--- src/rtl/mem_port_arbiter_pkg.sv ---
// mem_port_arbiter_pkg: shared definitions for the IF/MEM memory port arbiter.
//   - arb_state_e     : arbiter FSM state encoding
//   - ADDR_W_DEF      : default address width
//   - DATA_W_DEF      : default data width
//   - TIMEOUT_POISON  : value returned to a stage whose access timed out
//                       (only used when MEM_ARB_TIMEOUT_EN is defined)
package mem_port_arbiter_pkg;

    typedef enum logic [1:0] {
        ARB_IDLE = 2'd0,
        ARB_DACC = 2'd1,
        ARB_IACC = 2'd2
    } arb_state_e;

    localparam int unsigned ADDR_W_DEF = 32;
    localparam int unsigned DATA_W_DEF = 32;

    localparam logic [31:0] TIMEOUT_POISON = 32'hDEADDEAD;

endpackage

--- src/rtl/mem_arb_hold_reg.sv ---
// mem_arb_hold_reg: result register plus valid flag for one pipeline stage.
// The flag sets when an access completes and clears when the pipeline advances;
// a completion in the same cycle as an advance wins.
// Ports:
//   clk, reset : clock, asynchronous active-high reset
//   set        : access completed for this stage this cycle
//   load       : capture din along with set (low for stores)
//   clr        : pipeline advance, consumes the held result
//   din        : result data
//   dout       : held result
//   vld        : held result is valid
module mem_arb_hold_reg #(
    parameter int unsigned DATA_W = 32
) (
    input  logic              clk,
    input  logic              reset,
    input  logic              set,
    input  logic              load,
    input  logic              clr,
    input  logic [DATA_W-1:0] din,
    output logic [DATA_W-1:0] dout,
    output logic              vld
);

    always_ff @(posedge clk or posedge reset) begin
        if (reset) begin
            dout <= '0;
            vld  <= 1'b0;
        end else if (set) begin
            vld <= 1'b1;
            if (load) begin
                dout <= din;
            end
        end else if (clr) begin
            vld <= 1'b0;
        end
    end

endmodule

--- src/rtl/mem_port_arbiter.sv ---
// mem_port_arbiter: shares a single-port memory between the IF and MEM stages.
// One transaction at a time over a req/ack handshake; results are held until
// pipeAdv. The MEM stage has priority because it holds the older instruction.
// Optional feature macro: MEM_ARB_TIMEOUT_EN (watchdog that poisons and
// releases a stage whose access never acks; sets sticky timeout_err).
// Ports:
//   clk, reset                      : clock, asynchronous active-high reset
//   fetchReq_IF, pc_IF              : fetch request and address
//   instr_IF, stall_IF              : held instruction, IF stall
//   memRead_MEM, memWrite_MEM       : lw / sw in MEM
//   addr_MEM, wdata_MEM             : data address and store data
//   rdata_MEM, stall_MEM            : held load data, MEM stall
//   pipeAdv                         : pipeline advance, consumes held results
//   mem_req/we/addr/wdata           : registered memory request
//   mem_rdata, mem_ack              : memory response
//   timeout_err                     : sticky watchdog error (0 without feature)
module mem_port_arbiter
    import mem_port_arbiter_pkg::*;
#(
    parameter int unsigned ADDR_W      = ADDR_W_DEF,
    parameter int unsigned DATA_W      = DATA_W_DEF,
    parameter int unsigned TIMEOUT_CYC = 255
) (
    input  logic              clk,
    input  logic              reset,
    input  logic              fetchReq_IF,
    input  logic [ADDR_W-1:0] pc_IF,
    output logic [DATA_W-1:0] instr_IF,
    output logic              stall_IF,
    input  logic              memRead_MEM,
    input  logic              memWrite_MEM,
    input  logic [ADDR_W-1:0] addr_MEM,
    input  logic [DATA_W-1:0] wdata_MEM,
    output logic [DATA_W-1:0] rdata_MEM,
    output logic              stall_MEM,
    input  logic              pipeAdv,
    output logic              mem_req,
    output logic              mem_we,
    output logic [ADDR_W-1:0] mem_addr,
    output logic [DATA_W-1:0] mem_wdata,
    input  logic [DATA_W-1:0] mem_rdata,
    input  logic              mem_ack,
    output logic              timeout_err
);

    arb_state_e        state_q, state_d;
    logic              req_d, we_d;
    logic [ADDR_W-1:0] addr_d;
    logic [DATA_W-1:0] wdata_d;

    logic instr_vld, data_vld;
    logic d_pend, i_pend;
    logic in_access, tmo_fire, finish, d_done, i_done;
    logic [DATA_W-1:0] result;

    always_comb begin
        d_pend    = (memRead_MEM | memWrite_MEM) & ~data_vld;
        i_pend    = fetchReq_IF & ~instr_vld;
        stall_MEM = d_pend;
        stall_IF  = i_pend | d_pend;
        in_access = (state_q == ARB_DACC) || (state_q == ARB_IACC);
        finish    = in_access & (mem_ack | tmo_fire);
        d_done    = finish & (state_q == ARB_DACC);
        i_done    = finish & (state_q == ARB_IACC);
        result    = mem_ack ? mem_rdata : DATA_W'(TIMEOUT_POISON);
    end

    // Grant in IDLE or in the completion cycle. The stage being completed is
    // masked out since its vld only becomes visible next cycle.
    always_comb begin
        state_d = state_q;
        req_d   = mem_req;
        we_d    = mem_we;
        addr_d  = mem_addr;
        wdata_d = mem_wdata;
        if ((state_q == ARB_IDLE) || finish) begin
            if (d_pend && !d_done) begin
                state_d = ARB_DACC;
                req_d   = 1'b1;
                we_d    = memWrite_MEM;
                addr_d  = addr_MEM;
                wdata_d = wdata_MEM;
            end else if (i_pend && !i_done) begin
                state_d = ARB_IACC;
                req_d   = 1'b1;
                we_d    = 1'b0;
                addr_d  = pc_IF;
            end else begin
                state_d = ARB_IDLE;
                req_d   = 1'b0;
                we_d    = 1'b0;
            end
        end
    end

    always_ff @(posedge clk or posedge reset) begin
        if (reset) begin
            state_q   <= ARB_IDLE;
            mem_req   <= 1'b0;
            mem_we    <= 1'b0;
            mem_addr  <= '0;
            mem_wdata <= '0;
        end else begin
            state_q   <= state_d;
            mem_req   <= req_d;
            mem_we    <= we_d;
            mem_addr  <= addr_d;
            mem_wdata <= wdata_d;
        end
    end

    // A squashed request still completes but leaves vld clear.
    mem_arb_hold_reg #(
        .DATA_W (DATA_W)
    ) u_data_hold (
        .clk   (clk),
        .reset (reset),
        .set   (d_done & (memRead_MEM | memWrite_MEM)),
        .load  (tmo_fire | ~mem_we),
        .clr   (pipeAdv),
        .din   (result),
        .dout  (rdata_MEM),
        .vld   (data_vld)
    );

    mem_arb_hold_reg #(
        .DATA_W (DATA_W)
    ) u_instr_hold (
        .clk   (clk),
        .reset (reset),
        .set   (i_done & fetchReq_IF),
        .load  (1'b1),
        .clr   (pipeAdv),
        .din   (result),
        .dout  (instr_IF),
        .vld   (instr_vld)
    );

`ifdef MEM_ARB_TIMEOUT_EN
    localparam int unsigned CNT_W = $clog2(TIMEOUT_CYC + 1);
    localparam logic [CNT_W-1:0] CNT_LIMIT = CNT_W'(TIMEOUT_CYC - 1);

    logic [CNT_W-1:0] cnt_q, cnt_d;
    logic             err_q;

    assign tmo_fire    = in_access & ~mem_ack & (cnt_q == CNT_LIMIT);
    assign timeout_err = err_q;

    // Counts cycles spent in the current access; a grant restarts it.
    always_comb begin
        cnt_d = cnt_q + 1'b1;
        if ((state_q == ARB_IDLE) || finish) begin
            cnt_d = '0;
        end
    end

    always_ff @(posedge clk or posedge reset) begin
        if (reset) begin
            cnt_q <= '0;
            err_q <= 1'b0;
        end else begin
            cnt_q <= cnt_d;
            if (tmo_fire) begin
                err_q <= 1'b1;
            end
        end
    end
`else
    assign tmo_fire    = 1'b0;
    assign timeout_err = 1'b0;
`endif

endmodule

--- config.mk ---
export PLATFORM = sky130hd
export DESIGN_NAME = mem_port_arbiter
export DESIGN_NICKNAME = d
export VERILOG_FILES = /design/src/rtl/mem_port_arbiter_pkg.sv /design/src/rtl/mem_arb_hold_reg.sv /design/src/rtl/mem_port_arbiter.sv
export SDC_FILE = /design/constraint.sdc
export NUM_CORES = 1
export LEC_CHECK = 0
export ABC_AREA = 1
export BUFFER_PORTS_ARGS = -buffer_cell sky130_fd_sc_hd__buf_2
export CAP_MARGIN = 20
export CORE_MARGIN = 4
export CORE_UTILIZATION = 43
export DETAILED_ROUTE_END_ITERATION = 6
export PLACE_DENSITY = 0.77
export SYNTH_ARGS = -nofsm -noshare
export SYNTH_HDL_FRONTEND = slang
export SYNTH_SLANG_ARGS = --single-unit
--- constraint.sdc ---
create_clock -name clk -period 3.5 [get_ports clk]
set_input_delay 0.175 -clock clk [delete_from_list [all_inputs] [get_ports clk]]
set_output_delay 0.175 -clock clk [all_outputs]
set_load 0.02 [all_outputs]
Word-level counts from Yosys, hierarchy flattened
Index checks and enable logic that the tools add are counted.
W data, S select, Z words.
{"block": "op_classes", "n_reduce_logical": 13, "n_mux": 11, "n_bitwise": 12, "eq_ne": 2}
{"cell": "$mux W32", "n": 3}
{"cell": "$and A1 B1 Y1", "n": 7}
{"cell": "$mux W1", "n": 6}
{"cell": "$reduce_and A2 Y1", "n": 3}
{"cell": "$reduce_bool A2 Y1", "n": 3}
{"cell": "$mux W2", "n": 2}
{"cell": "$not A1 Y1", "n": 3}
{"cell": "$eq A2 B1 Y1 const B", "n": 1}
{"cell": "$eq A2 B2 Y1 const B", "n": 1}
{"cell": "$logic_and A1 B1 Y1", "n": 2}
{"cell": "$logic_not A1 Y1", "n": 2}
{"cell": "$logic_not A2 Y1", "n": 1}
{"cell": "$logic_or A1 B1 Y1", "n": 2}
{"cell": "$or A1 B1 Y1", "n": 2}
{"block": "totals", "reg_bits": 134, "input_bits": 135, "wordCells": 47, "out_inout_bits": 133}

Depth between registers and ports, before layout
{"block": "depth", "word_depth": 8, "mapped_depth": 10, "ltp_nobuf": 9}

Hierarchy
From an unflattened synthesis, not the netlist that was laid out.
{"block": "unflattened", "cells_unflattened": 777, "hier_area_um2": 6361.1}
{"module": "mem_port_arbiter", "n_inst": 1, "seq_area_each_um2": 1701.6, "cells_each": 489, "area_each_um2": 3545.9}
{"module": "mem_arb_hold_reg", "n_inst": 2, "seq_area_each_um2": 825.8, "cells_each": 144, "area_each_um2": 1407.6}

Worst setup path after synthesis
No wires, ideal clock.
{"block": "synth_timing", "path_kind": "register to register", "startpoint": "register state_q[0]", "endpoint": "register mem_wdata[10]", "slack_ps": 2001, "setup_ps": 116, "arrival_time_ps": 1382, "required_time_ps": 3384, "path_stages_with_launch": 10, "synth_period_minus_slack_ps": 1499, "n_path_buf": 2, "cell_sequence": "dfrtp_1 -> inv_1 -> ha_1 -> nand2_2 -> nand2_4 -> nand3_4 -> buf_4 -> buf_4 -> nand2_1 -> nand2_1"}
{"block": "synth_between", "elab_chain_cells": 7, "word_cells_on_any_way": 10, "classes_between": "eq/ne (2); bitwise (2); reduce/logical (6)"}
{"item": "from (decl)", "line": "mem_port_arbiter.sv:46", "rtl": "arb_state_e state_q, state_d;"}
{"item": "from (signal assigned)", "line": "mem_port_arbiter.sv:104", "rtl": "state_q <= state_d;"}
{"item": "$eq A2 B1 Y1 or $eq A2 B2 Y1 (tied branches)", "line": "mem_port_arbiter.sv:61, mem_port_arbiter.sv:63"}
{"item": "$logic_or A1 B1 Y1", "line": "mem_port_arbiter.sv:61", "rtl": "in_access = (state_q == ARB_DACC) || (state_q == ARB_IACC);"}
{"item": "$and A1 B1 Y1", "line": "mem_port_arbiter.sv:62", "rtl": "finish = in_access & (mem_ack | tmo_fire);"}
{"item": "$and A1 B1 Y1", "line": "mem_port_arbiter.sv:63", "rtl": "d_done = finish & (state_q == ARB_DACC);"}
{"item": "$logic_not A1 Y1", "line": "mem_port_arbiter.sv:77", "rtl": "if (d_pend && !d_done) begin"}
{"item": "$logic_and A1 B1 Y1", "line": "mem_port_arbiter.sv:77"}
{"item": "$reduce_and A2 Y1 (no line) *"}
{"item": "to (signal assigned)", "line": "mem_port_arbiter.sv:108", "rtl": "mem_wdata <= wdata_d;"}
{"item": "to (decl)", "line": "mem_port_arbiter.sv:40", "rtl": "output logic [DATA_W-1:0] mem_wdata,"}
Mark *: on every way between the ends. The rest lies on a longest branch, timed or not.
A chain may end at the register's enable or synchronous reset.

Worst setup path after layout
{"block": "layout_timing", "startpoint": "register state_q[0]", "endpoint": "register u_data_hold.dout[6]"}
{"block": "layout_between", "elab_chain_cells": 6, "word_cells_on_any_way": 7, "classes_between": "eq/ne (2); bitwise (3); reduce/logical (2)"}
{"item": "$eq A2 B1 Y1 or $eq A2 B2 Y1 (tied branches)", "line": "mem_port_arbiter.sv:61, mem_port_arbiter.sv:63"}
{"item": "$logic_or A1 B1 Y1", "line": "mem_port_arbiter.sv:61"}
{"item": "$and A1 B1 Y1", "line": "mem_port_arbiter.sv:62"}
{"item": "$and A1 B1 Y1 *", "line": "mem_port_arbiter.sv:63"}
{"item": "$and A1 B1 Y1 *", "line": "mem_port_arbiter.sv:118", "rtl": ".set (d_done & (memRead_MEM | memWrite_MEM)),"}
{"item": "$reduce_and A2 Y1 (no line) *"}
{"item": "to (signal assigned)", "line": "mem_arb_hold_reg.sv:32", "rtl": "dout <= din;"}
{"item": "to (decl)", "line": "mem_arb_hold_reg.sv:21", "rtl": "output logic [DATA_W-1:0] dout,"}
Marked as above.

==> summary.log <==
INFO  status         outcome=complete, no violations
INFO  floorplan      ioPinCount=268
INFO  layout         flow.area_growth_from_synthesis=39.2%
INFO  critical_path  worstSetupEndpoint=u_data_hold.dout[6]
INFO  critical_path  worst_r2r_startpoint=state_q[0]
INFO  global_routing antenna_found_initial=0
INFO  routing        detailedRoute.firstIterationViolations=339
INFO  place          place_congestion=0.767
INFO  critical_path  worst_path_dominant_cell_family=buffers and inverters
INFO  logic_synthesis synth.yosys.seq_area_share=56.1%
INFO  timing         final-hold-violation-count=0
INFO  critical_path  timing.critical_path.required=3.83ns
INFO  timing         finalCriticalPeriod=2.30ns
INFO  layout         drive_gt1_share=31.7%
INFO  layout         layout.cells.most_common_list=nand2_1, buf_2, dfrtp_1
INFO  critical_path  critical_path_class=flip-flop to flip-flop
INFO  routing        total_via_count_in_the_routed_design=5872
INFO  timing         setup_tns=0ns
INFO  timing         slew_viol_final=0
INFO  layout         multi_input_logic_area=0.00223mm2
INFO  hold_path      holdCritPathClass=input port to flip-flop
INFO  logic_synthesis asyncSetResetFlopFracSynth=100%
INFO  clock_network  cts-hold-fix-buffers=34
INFO  layout         seqCellArea=0.00335mm2
INFO  clock_network  cts_setup_buffers=0
INFO  layout         fillers=1160
INFO  global_routing grt_start_max_net_pins=70
INFO  critical_path  crit_arrival=2.63ns
INFO  clock_network  cts_tree=built
INFO  timing         transition_at_the_pin_with_the_smallest_max_transition_slack=0.783ns
INFO  logic_synthesis synth_enable_flop_cells=0
INFO  clock_network  clkTransAtPathRegs=0.06ns
INFO  logic_synthesis ys_seq_elements=134
INFO  global_routing grt_first_pass_wirelength=29300um
INFO  logic_synthesis synth_top_area_cells=dfrtp_1, nand2_1, nand4_1
INFO  clock_network  clock_tree.buffer_depth=2
INFO  routing        final_antenna_net_count=0
INFO  clock_network  worstSkewPairLatency=0.41ns
INFO  hold_path      min-delay-start=pc_IF[29]
INFO  critical_path  worst-path-stages=9
INFO  clock_network  sink_count=134
INFO  floorplan      core.rowCount=42
INFO  critical_path  endpoint_kind=flip-flop
INFO  timing         slew_headroom=47.7%
INFO  layout         antennaDiodeCount=0
INFO  critical_path  rr_worst_depth=9
INFO  power          pwr_density_cell=991mW/mm2
INFO  layout         layout.cells.most_common=nand2_1
INFO  logic_synthesis synth_ff_type=dfrtp_1
INFO  place          placement.io_buffers=266
INFO  routing        routed_wl=17900um
INFO  place          hpwlAfterDp=12000um
INFO  logic_synthesis syn_nets=874
INFO  logic_synthesis netlist-cell-type-count=23
INFO  floorplan      chipWidth=126um
INFO  routing        drc=0
INFO  layout         num-nets-final=1156
INFO  timing         final.period_utilization=65.7%
INFO  critical_path  regToRegEndpoint=u_data_hold.dout[6]
INFO  timing         setup_viol_count_final=0
INFO  logic_synthesis synth_area_per_cell=8.12um2
INFO  critical_path  worst_path_max_delay_cell=inv_2
INFO  routing        post_drt_via_cell_ratio=4.87
INFO  routing        detailed_route_wire_length_per_cell=14.9um
INFO  logic_synthesis post-synth-top-area-cell=dfrtp_1
INFO  routing        drt_first_pass_iters=4
INFO  critical_path  timing.critical_path.cells=ha_1 > nand2_4 > inv_2 > nand2_1 > nor2_4 > buf_4 > inv_2 > nand2_1 > o21ai_2
INFO  critical_path  crit_start=state_q[0]
INFO  logic_synthesis synthesis.area=0.00597mm2
INFO  logic_synthesis synth_cells=736
INFO  critical_path  timing.critical_path.slowest_cell_delay=0.60ns
INFO  clock_network  ctsHtreeMaxLevel=4
INFO  power          total_power=0.00824W
INFO  floorplan      coreArea=0.0134mm2
INFO  power          peakVddDrop=0.563mV
INFO  run            max_cap_violations=0
INFO  clock_network  cts_inserted_buffers=17
INFO  critical_path  reg2reg_slack=1.20ns
INFO  critical_path  timing.critical_path.fanout_max=42
INFO  timing         grt_setup_unrepaired=no
INFO  global_routing grtUsageTotal=22.8%
INFO  power          total_leakage_power=4.88nW
INFO  critical_path  worstSetupStartpointType=flip-flop
INFO  floorplan      dieArea=0.0158mm2
INFO  timing         finalClockSkew=0.00830ns
INFO  global_routing global_route.overflow_total=0
INFO  floorplan      initial_utilization=44.6%
INFO  logic_synthesis ys_warn_count=0
INFO  floorplan      fp.dieH=126um
INFO  logic_synthesis synth_top_cell_area_share=56.1%
INFO  clock_network  clock-root-buffer=clkbuf_16
INFO  timing         max_freq=0.435GHz
INFO  critical_path  worst-path-buf-inv=3
INFO  clock_network  cts-resized-gates=0
INFO  global_routing grt_pass1_vias=5971
==> worst register-to-register path, cell delays in order, from the launching register on <==
cell     delay, ns
dfrtp_1       0.38
ha_1          0.23
nand2_4       0.32
inv_2         0.04
nand2_1       0.12
nor2_4        0.04
buf_4         0.21
inv_2         0.61
nand2_1       0.17
o21ai_2       0.09
==> cells by family (layout without fill, tap and decap cells) <==
| kind of cell | count (synthesis) | in the layout | share of synthesized area, % |
|---|---|---|---|
| simple gates | 490 | 490 | 33.9 |
| other cells | 1 | 1 | 0.0628 |
| fa+ha+maj | 3 | 3 | 0.628 |
| buf+inv | 82 | 376 | 6.54 |
| flops | 134 | 134 | 56.1 |
| compound gates | 26 | 26 | 2.72 |
==> per-stage QoR <==
step / hold WS [ns] / util [%] / setup WS [ns] / area, um2 / instances
global route: 0.0499 / 62.0 / 0.975 / 8310 / 1206
floorplan: 0.271 / - / 1.66 / 5980 / 736
detailed placement: 0.214 / 54.8 / 1.18 / 7350 / 1141
global placement: 0.210 / 54.8 / 1.26 / 7350 / 1141
finish: 0.0501 / 62.0 / 1.20 / 8310 / 1206
CTS: 0.0287 / 62.0 / 1.16 / 8310 / 1206
==> metal layers <==
layer,up-vias,global-route usage [%],part of all wire [%]
met1,2710,27.9,40
met5,-,0,0
met3,36,6.82,9.0
met4,0,8.90,2.4
li1,2850,-,-
met2,276,38.1,49
==> synth_stat cells, types with 2 or more instances <==
| library cell | count |
|---|---|
| buf_2 | 21 |
| buf_4 | 11 |
| buf_6 | 2 |
| clkbuf_1 | 11 |
| dfrtp_1 | 134 |
| ha_1 | 3 |
| inv_1 | 32 |
| inv_2 | 5 |
| nand2_1 | 412 |
| nand2_2 | 2 |
| nand2_4 | 2 |
| nand3_1 | 33 |
| nand3_2 | 3 |
| nand4_1 | 32 |
| nor2_1 | 2 |
| nor2_2 | 2 |
| o21ai_0 | 11 |
| o21ai_1 | 5 |
| o21ai_2 | 8 |
| o22ai_1 | 2 |
==> power by group <==
part | switching [W] | leakage [nW] | internal (W)
Combinational | 0.00251 | 2.90 | 0.00114
Sequential | 0.000415 | 1.68 | 0.00230
Clock | 0.000635 | 0.303 | 0.00124
Total | 0.00356 | 4.88 | 0.00468
==> final cells by class <==
type	instances	area share, %
Inverter	37	1.72
Multi-Input combinational cell	520	26.8
Timing Repair Buffer	308	21.0
Tap cell	176	2.65
Sequential cell	134	40.3
Clock inverter	8	1.76
Clock buffer	23	5.75
==> flip-flops by register name (all words and copies together), names as in the netlist <==
signal	cells
mem_wdata	32
u_data_hold.vld	1
mem_addr	32
u_instr_hold.vld	1
u_data_hold.dout	32
state_q	2
u_instr_hold.dout	32
mem_req	1
mem_we	1
==> worst min-delay path by stage <==
| stage | slack (ns) | cells after the start | to |
|---|---|---|---|
| after CTS | 0.03 | 5 | mem_addr[29] |
| after floorplan | 0.27 | 1 | u_instr_hold.vld |
| after detailed placement | 0.21 | 2 | u_data_hold.dout[11] |
| after global placement | 0.21 | 2 | u_instr_hold.dout[9] |
| final | 0.05 | 5 | mem_addr[29] |
| after global routing | 0.05 | 3 | u_data_hold.dout[13] |
Note: power is estimated with default switching activity, not from simulation.
